## config.mk

```make
export PLATFORM = sky130hd
export DESIGN_NAME = mem_arbiter
export DESIGN_NICKNAME = d
export VERILOG_FILES = /design/src/rtl/mem_arbiter.sv
export SDC_FILE = /design/constraint.sdc
export NUM_CORES = 1
export LEC_CHECK = 0
export CAP_MARGIN = 10
export CORE_AREA = 2 2 109 111
export DETAILED_ROUTE_END_ITERATION = 10
export DIE_AREA = 0 0 111 113
export GPL_TIMING_DRIVEN = 0
export PLACE_DENSITY = 0.8
export SETUP_SLACK_MARGIN = 0.02
export SKIP_LAST_GASP = 1
export SLEW_MARGIN = 20
export SYNTH_ARGS = -nofsm -noshare
export SYNTH_HDL_FRONTEND = slang
export SYNTH_SLANG_ARGS = --single-unit
```

## constraint.sdc

```tcl
create_clock -name clock -period 6.6 [get_ports clock]
set_clock_uncertainty 0.05 [all_clocks]
set_input_delay 0.66 -clock clock [delete_from_list [all_inputs] [get_ports clock]]
set_output_delay 0.66 -clock clock [all_outputs]
set_load 0.01 [all_outputs]
```

## src/rtl/mem_arbiter.sv

```systemverilog
// Arbitrates instruction-fetch and data requests onto one shared memory port (optional macro MEM_ARBITER_ROUND_ROBIN_EN).
// Latency: grant on the edge after a request is seen in IDLE; ack as early as the first BUSY cycle; one IDLE cycle between transactions.
// Backpressure: requesters hold req until their ack pulse; stall is raised while any request is still unacknowledged.
module mem_arbiter #(
    parameter int ADDR_WIDTH = 32,
    parameter int DATA_WIDTH = 32,
    parameter int TIMEOUT    = 255
) (
    input  logic                  clock,
    input  logic                  reset,

    // instruction-fetch port (read-only)
    input  logic                  i_req,
    input  logic [ADDR_WIDTH-1:0] i_addr,
    output logic                  i_ack,
    output logic [DATA_WIDTH-1:0] i_rdata,
    output logic                  i_err,

    // data port
    input  logic                  d_req,
    input  logic                  d_we,
    input  logic [ADDR_WIDTH-1:0] d_addr,
    input  logic [3:0]            d_sel,
    input  logic [DATA_WIDTH-1:0] d_wdata,
    output logic                  d_ack,
    output logic [DATA_WIDTH-1:0] d_rdata,
    output logic                  d_err,

    // shared memory port
    output logic                  m_req,
    output logic                  m_we,
    output logic [ADDR_WIDTH-1:0] m_addr,
    output logic [3:0]            m_sel,
    output logic [DATA_WIDTH-1:0] m_wdata,
    input  logic                  m_ack,
    input  logic [DATA_WIDTH-1:0] m_rdata,

    output logic                  stall
);

    typedef enum logic [1:0] {
        IDLE   = 2'd0,
        BUSY_I = 2'd1,
        BUSY_D = 2'd2
    } state_t;

    // Wait-counter value at which the current transaction is abandoned with an error.
    localparam logic [7:0] TIMEOUT_LAST = 8'(TIMEOUT - 1);

    state_t     state;
    logic [7:0] wait_cnt;
    logic       timeout_hit;
    logic       finish;
    logic       grant_d;
    logic       grant_i;

`ifdef MEM_ARBITER_ROUND_ROBIN_EN
    // 1 = data wins the next simultaneous request; reset favours data and every
    // grant hands priority to the other requester.
    logic       prefer_d;
`endif

    assign timeout_hit = (wait_cnt == TIMEOUT_LAST);
    assign finish      = (state != IDLE) && (m_ack || timeout_hit);

    // Grant decision for the IDLE cycle.
    always_comb begin
`ifdef MEM_ARBITER_ROUND_ROBIN_EN
        grant_d = d_req && (!i_req || prefer_d);
`else
        grant_d = d_req;
`endif
        grant_i = i_req && !grant_d;
    end

    // Arbitration FSM with latched memory-port fields and wait counter.
    always_ff @(posedge clock or posedge reset) begin
        if (reset) begin
            state    <= IDLE;
            wait_cnt <= 8'd0;
            m_req    <= 1'b0;
            m_we     <= 1'b0;
            m_addr   <= '0;
            m_sel    <= 4'h0;
            m_wdata  <= '0;
`ifdef MEM_ARBITER_ROUND_ROBIN_EN
            prefer_d <= 1'b1;
`endif
        end else begin
            case (state)
                IDLE: begin
                    // m_ack seen here belongs to no transaction and is ignored.
                    if (grant_d) begin
                        state    <= BUSY_D;
                        wait_cnt <= 8'd0;
                        m_req    <= 1'b1;
                        m_we     <= d_we;
                        m_addr   <= d_addr;
                        m_sel    <= d_sel;
                        m_wdata  <= d_wdata;
`ifdef MEM_ARBITER_ROUND_ROBIN_EN
                        prefer_d <= 1'b0;
`endif
                    end else if (grant_i) begin
                        state    <= BUSY_I;
                        wait_cnt <= 8'd0;
                        m_req    <= 1'b1;
                        m_we     <= 1'b0;
                        m_addr   <= i_addr;
                        m_sel    <= 4'hF;
                        m_wdata  <= '0;
`ifdef MEM_ARBITER_ROUND_ROBIN_EN
                        prefer_d <= 1'b1;
`endif
                    end
                end
                BUSY_I, BUSY_D: begin
                    // The transaction runs to completion even if the requester drops req.
                    if (finish) begin
                        state <= IDLE;
                        m_req <= 1'b0;
                    end else begin
                        wait_cnt <= wait_cnt + 8'd1;
                    end
                end
                default: begin
                    state <= IDLE;
                    m_req <= 1'b0;
                end
            endcase
        end
    end

    // Response steering: ack is a single-cycle pulse, a real m_ack beats a
    // coincident timeout, and rdata is zero whenever no ack carries data.
    always_comb begin
        i_ack   = 1'b0;
        i_err   = 1'b0;
        i_rdata = '0;
        d_ack   = 1'b0;
        d_err   = 1'b0;
        d_rdata = '0;
        if (state == BUSY_I) begin
            i_ack   = m_ack || timeout_hit;
            i_err   = !m_ack && timeout_hit;
            i_rdata = m_ack ? m_rdata : '0;
        end else if (state == BUSY_D) begin
            d_ack   = m_ack || timeout_hit;
            d_err   = !m_ack && timeout_hit;
            d_rdata = m_ack ? m_rdata : '0;
        end
    end

    // Pipeline stall while any request is outstanding.
    always_comb begin
        stall = (i_req && !i_ack) || (d_req && !d_ack);
    end

endmodule
```

==> flow_summary.json <==
{
  "use_met2_pct": 40.2,
  "yosysSeqAreaShare_pct": 50.4,
  "grt_pass1_wl_um": 21800,
  "arrival_ps": 2710,
  "clk_latency_ps": 320,
  "cts_tree": "built",
  "cts_hold_buf": 0,
  "crit_required_ps": 5890,
  "whs_path_depth": 2,
  "drt_wl_total_um": 14200,
  "p_leak_nw": 3.19,
  "cts_sinks": 80,
  "layout.nets": 817,
  "cts-root-buf": "clkbuf_16",
  "cts_made_buffers": 9,
  "synth-async-reset-ratio_pct": 100,
  "regArea_um2": 2000,
  "met1_usage_pct": 24.2,
  "cap_violations": 0,
  "port_buffers": 275,
  "whs_endpoint": "m_addr[29]",
  "grt_pass1_vias": 4237,
  "fin_crit_ps": 3420,
  "ir_drop_mv": 0.243,
  "grt.overflow.total": 0,
  "hold_violations": 0,
  "grt_max_degree": 42,
  "synthDistinctLibCells": 37,
  "drt_first_iter_violations": 162,
  "antenna_found_initial": 3,
  "h-tree-depth": 3,
  "critical-path-top-delay-family": "buffers and inverters",
  "nFillCells": 933,
  "path_clk_slew_ps": 50,
  "cp-start-kind": "primary input",
  "worst_pin_slew_ps": 521,
  "drcViolationCount": 0,
  "slowest_delay_ps": 590,
  "multiInputGateArea_um2": 1800,
  "reg2reg_slack_ps": 4640,
  "p_per_area_nw_per_um2": 381,
  "endpoint_kind": "output port",
  "routabilityCongestion": 0.998,
  "synth_area_per_cell_um2": 10.3,
  "cpMaxStageDelayCell": "clkdlybuf4s50_1",
  "postLayoutCoreUtil_pct": 64.0,
  "grt_busiest_layer": "met2",
  "start_util_pct": 35.2,
  "die_h_um": 113,
  "crit_type": "in -> out",
  "synth_flop_cell": "dfrtp_1",
  "r2r_cells": 6,
  "r2r-end": "m_wdata[19]",
  "io_pins": 277,
  "gr-usage-met3_pct": 5.03,
  "finalSetupViolCount": 0,
  "clock_path_buffers": 2,
  "yosysWarnings": 0,
  "fmaxAchievable_mhz": 292,
  "synth-seq-cells": 80,
  "via_count": 4075,
  "postCtsSetupRepairBufs": 0,
  "avgRoutedWirePerCell_um": 17.2,
  "grt_use_total_pct": 22.2,
  "min-delay-path-class": "reg -> reg",
  "drv_slew": 0,
  "instances_no_fill": 822,
  "critPathMaxFanout": 10,
  "die_area_um2": 12500,
  "postRouteAntennaNets": 0,
  "drive_gt1_share_pct": 5.18,
  "ctsResizeCount": 0,
  "synth_edf_count": 0,
  "reg2reg_from": "state[1]",
  "crit_chain": "clkdlybuf4s50_1, buf_4, buf_2, nor3_1, nor3_1, clkdlybuf4s50_1",
  "firstDrtPassIters": 4,
  "crit_buf_inv": 4,
  "outcome": "finished clean",
  "synth_fp_nets": 530,
  "min_period_over_period_pct": 51.8,
  "rows": 39,
  "via_per_inst": 4.96,
  "hp-start": "m_addr[29]",
  "rsz0062_at_grt": "false",
  "place_inst": 806,
  "slew_headroom_pct": 65.2,
  "synth_area_um2": 3970,
  "die_w_um": 111,
  "core_um2": 11300,
  "syn_inst": 387,
  "syn2layout_area_growth_pct": 81.5,
  "fin_tns_setup_ps": 0,
  "hpwl_um": 11400
}
==> cell usage after synthesis (2+ instances only) <==
cell type	n	area, um^2
inv_1	9	33.8
nand3_1	4	20.0
a21oi_1	5	25.0
o22a_1	4	35.0
nor2_1	10	37.5
ha_1	5	62.6
mux2i_1	32	320
a21o_1	2	15.0
o21ai_0	35	175
and3_2	6	45.0
a22o_1	38	333
and2_1	32	200
nor2_2	2	12.5
dfrtp_1	80	2000
clkbuf_1	20	75.1
nor3_1	7	35.0
nand2_1	43	161
buf_2	6	30.0
and3_1	28	175
o22ai_1	2	12.5
==> cells by family (layout without fill, tap and decap cells) <==
logic type               count (synthesis)  count (layout)  share of synthesized area, %
flip-flops                              80              80                          50.4
multiplexers                            33              33                          8.44
buffers and inverters                   38             327                          4.28
adder cells (fa/ha/maj)                  5               5                          1.58
AO/OA/AOI/OAI                           94              94                          17.0
AND/OR/NAND/NOR                        137             137                          18.3
other                                    0               3                             0
==> stage by stage <==
stage / setup WS [ps] / power, mW / hold WS, ps / area (um^2)
finish: 3180 / 2.75 / 426 / 7210
floorplan: 3840 / 1.50 / 437 / 3970
global route: 3030 / 2.92 / 453 / 7210
detailed placement: 3120 / 2.28 / 420 / 6930
CTS: 3100 / 2.77 / 432 / 7200
global placement: 2660 / 2.24 / 411 / 6900
==> layout make-up <==
type                       instances  share of cell area, %
clock inverter                     1                  0.417
sequential                        80                   27.8
multi-input combinational        269                   25.0
inverter                           9                  0.503
tap                              143                   2.48
clock buffer                      12                   3.42
timing repair buffer             276                   38.5
buffer                            29                   1.89
antenna                            3                  0.104
==> state kept, by name, indices dropped and copies added, names as in the netlist <==
| signal | cells |
|---|---|
| m_addr | 32 |
| m_wdata | 32 |
| wait_cnt | 8 |
| m_sel | 4 |
| state | 2 |
| m_req | 1 |
| m_we | 1 |
==> power by group <==
group / total (mW) / switching, mW / leakage [nW] / internal (mW)
Sequential: 0.848 / 0.132 / 1.00 / 0.716
Combinational: 1.42 / 0.658 / 2.06 / 0.767
Clock: 0.473 / 0.176 / 0.135 / 0.297
==> worst max-delay path by stage <==
stage / from / to / slack [ps] / depth (start not counted)
global placement: reset / m_addr[15] / 2660 / 2
floorplan: reset / m_addr[0] / 3840 / 1
global route: d_req / stall / 3030 / 6
detailed placement: d_req / stall / 3120 / 6
finish: d_req / stall / 3180 / 6
CTS: d_req / stall / 3100 / 6
==> cell usage in the layout, fill, tap and decap left out, types with 2 or more instances in the layout <==
cell,instances
dfrtp_1,80
o22ai_1,2
nor3_1,7
clkdlybuf4s50_1,275
diode_2,3
nor2_1,10
and2_1,32
ha_1,5
buf_2,6
inv_1,8
nand3_1,4
clkbuf_16,9
o21ai_0,35
a21oi_1,5
nor2_2,2
and3_1,28
o22a_1,4
nand2_1,43
mux2i_1,32
and3_2,6
clkbuf_1,22
a21o_1,2
a22o_1,38
==> layer usage <==
metal	vias up	wire, um	share of wire (%)
li1	1946	-	-
met1	1920	5380	38
met2	185	7390	52
met3	24	939	6.6
met4	0	448	3.2
met5	-	0	0
==> worst min-delay path, cell delays in order (launching register included) <==
cell and delay (ps):
dfrtp_1 340, nand2_1 40, o21ai_0 60
Note: power is estimated with default switching activity, not from simulation.
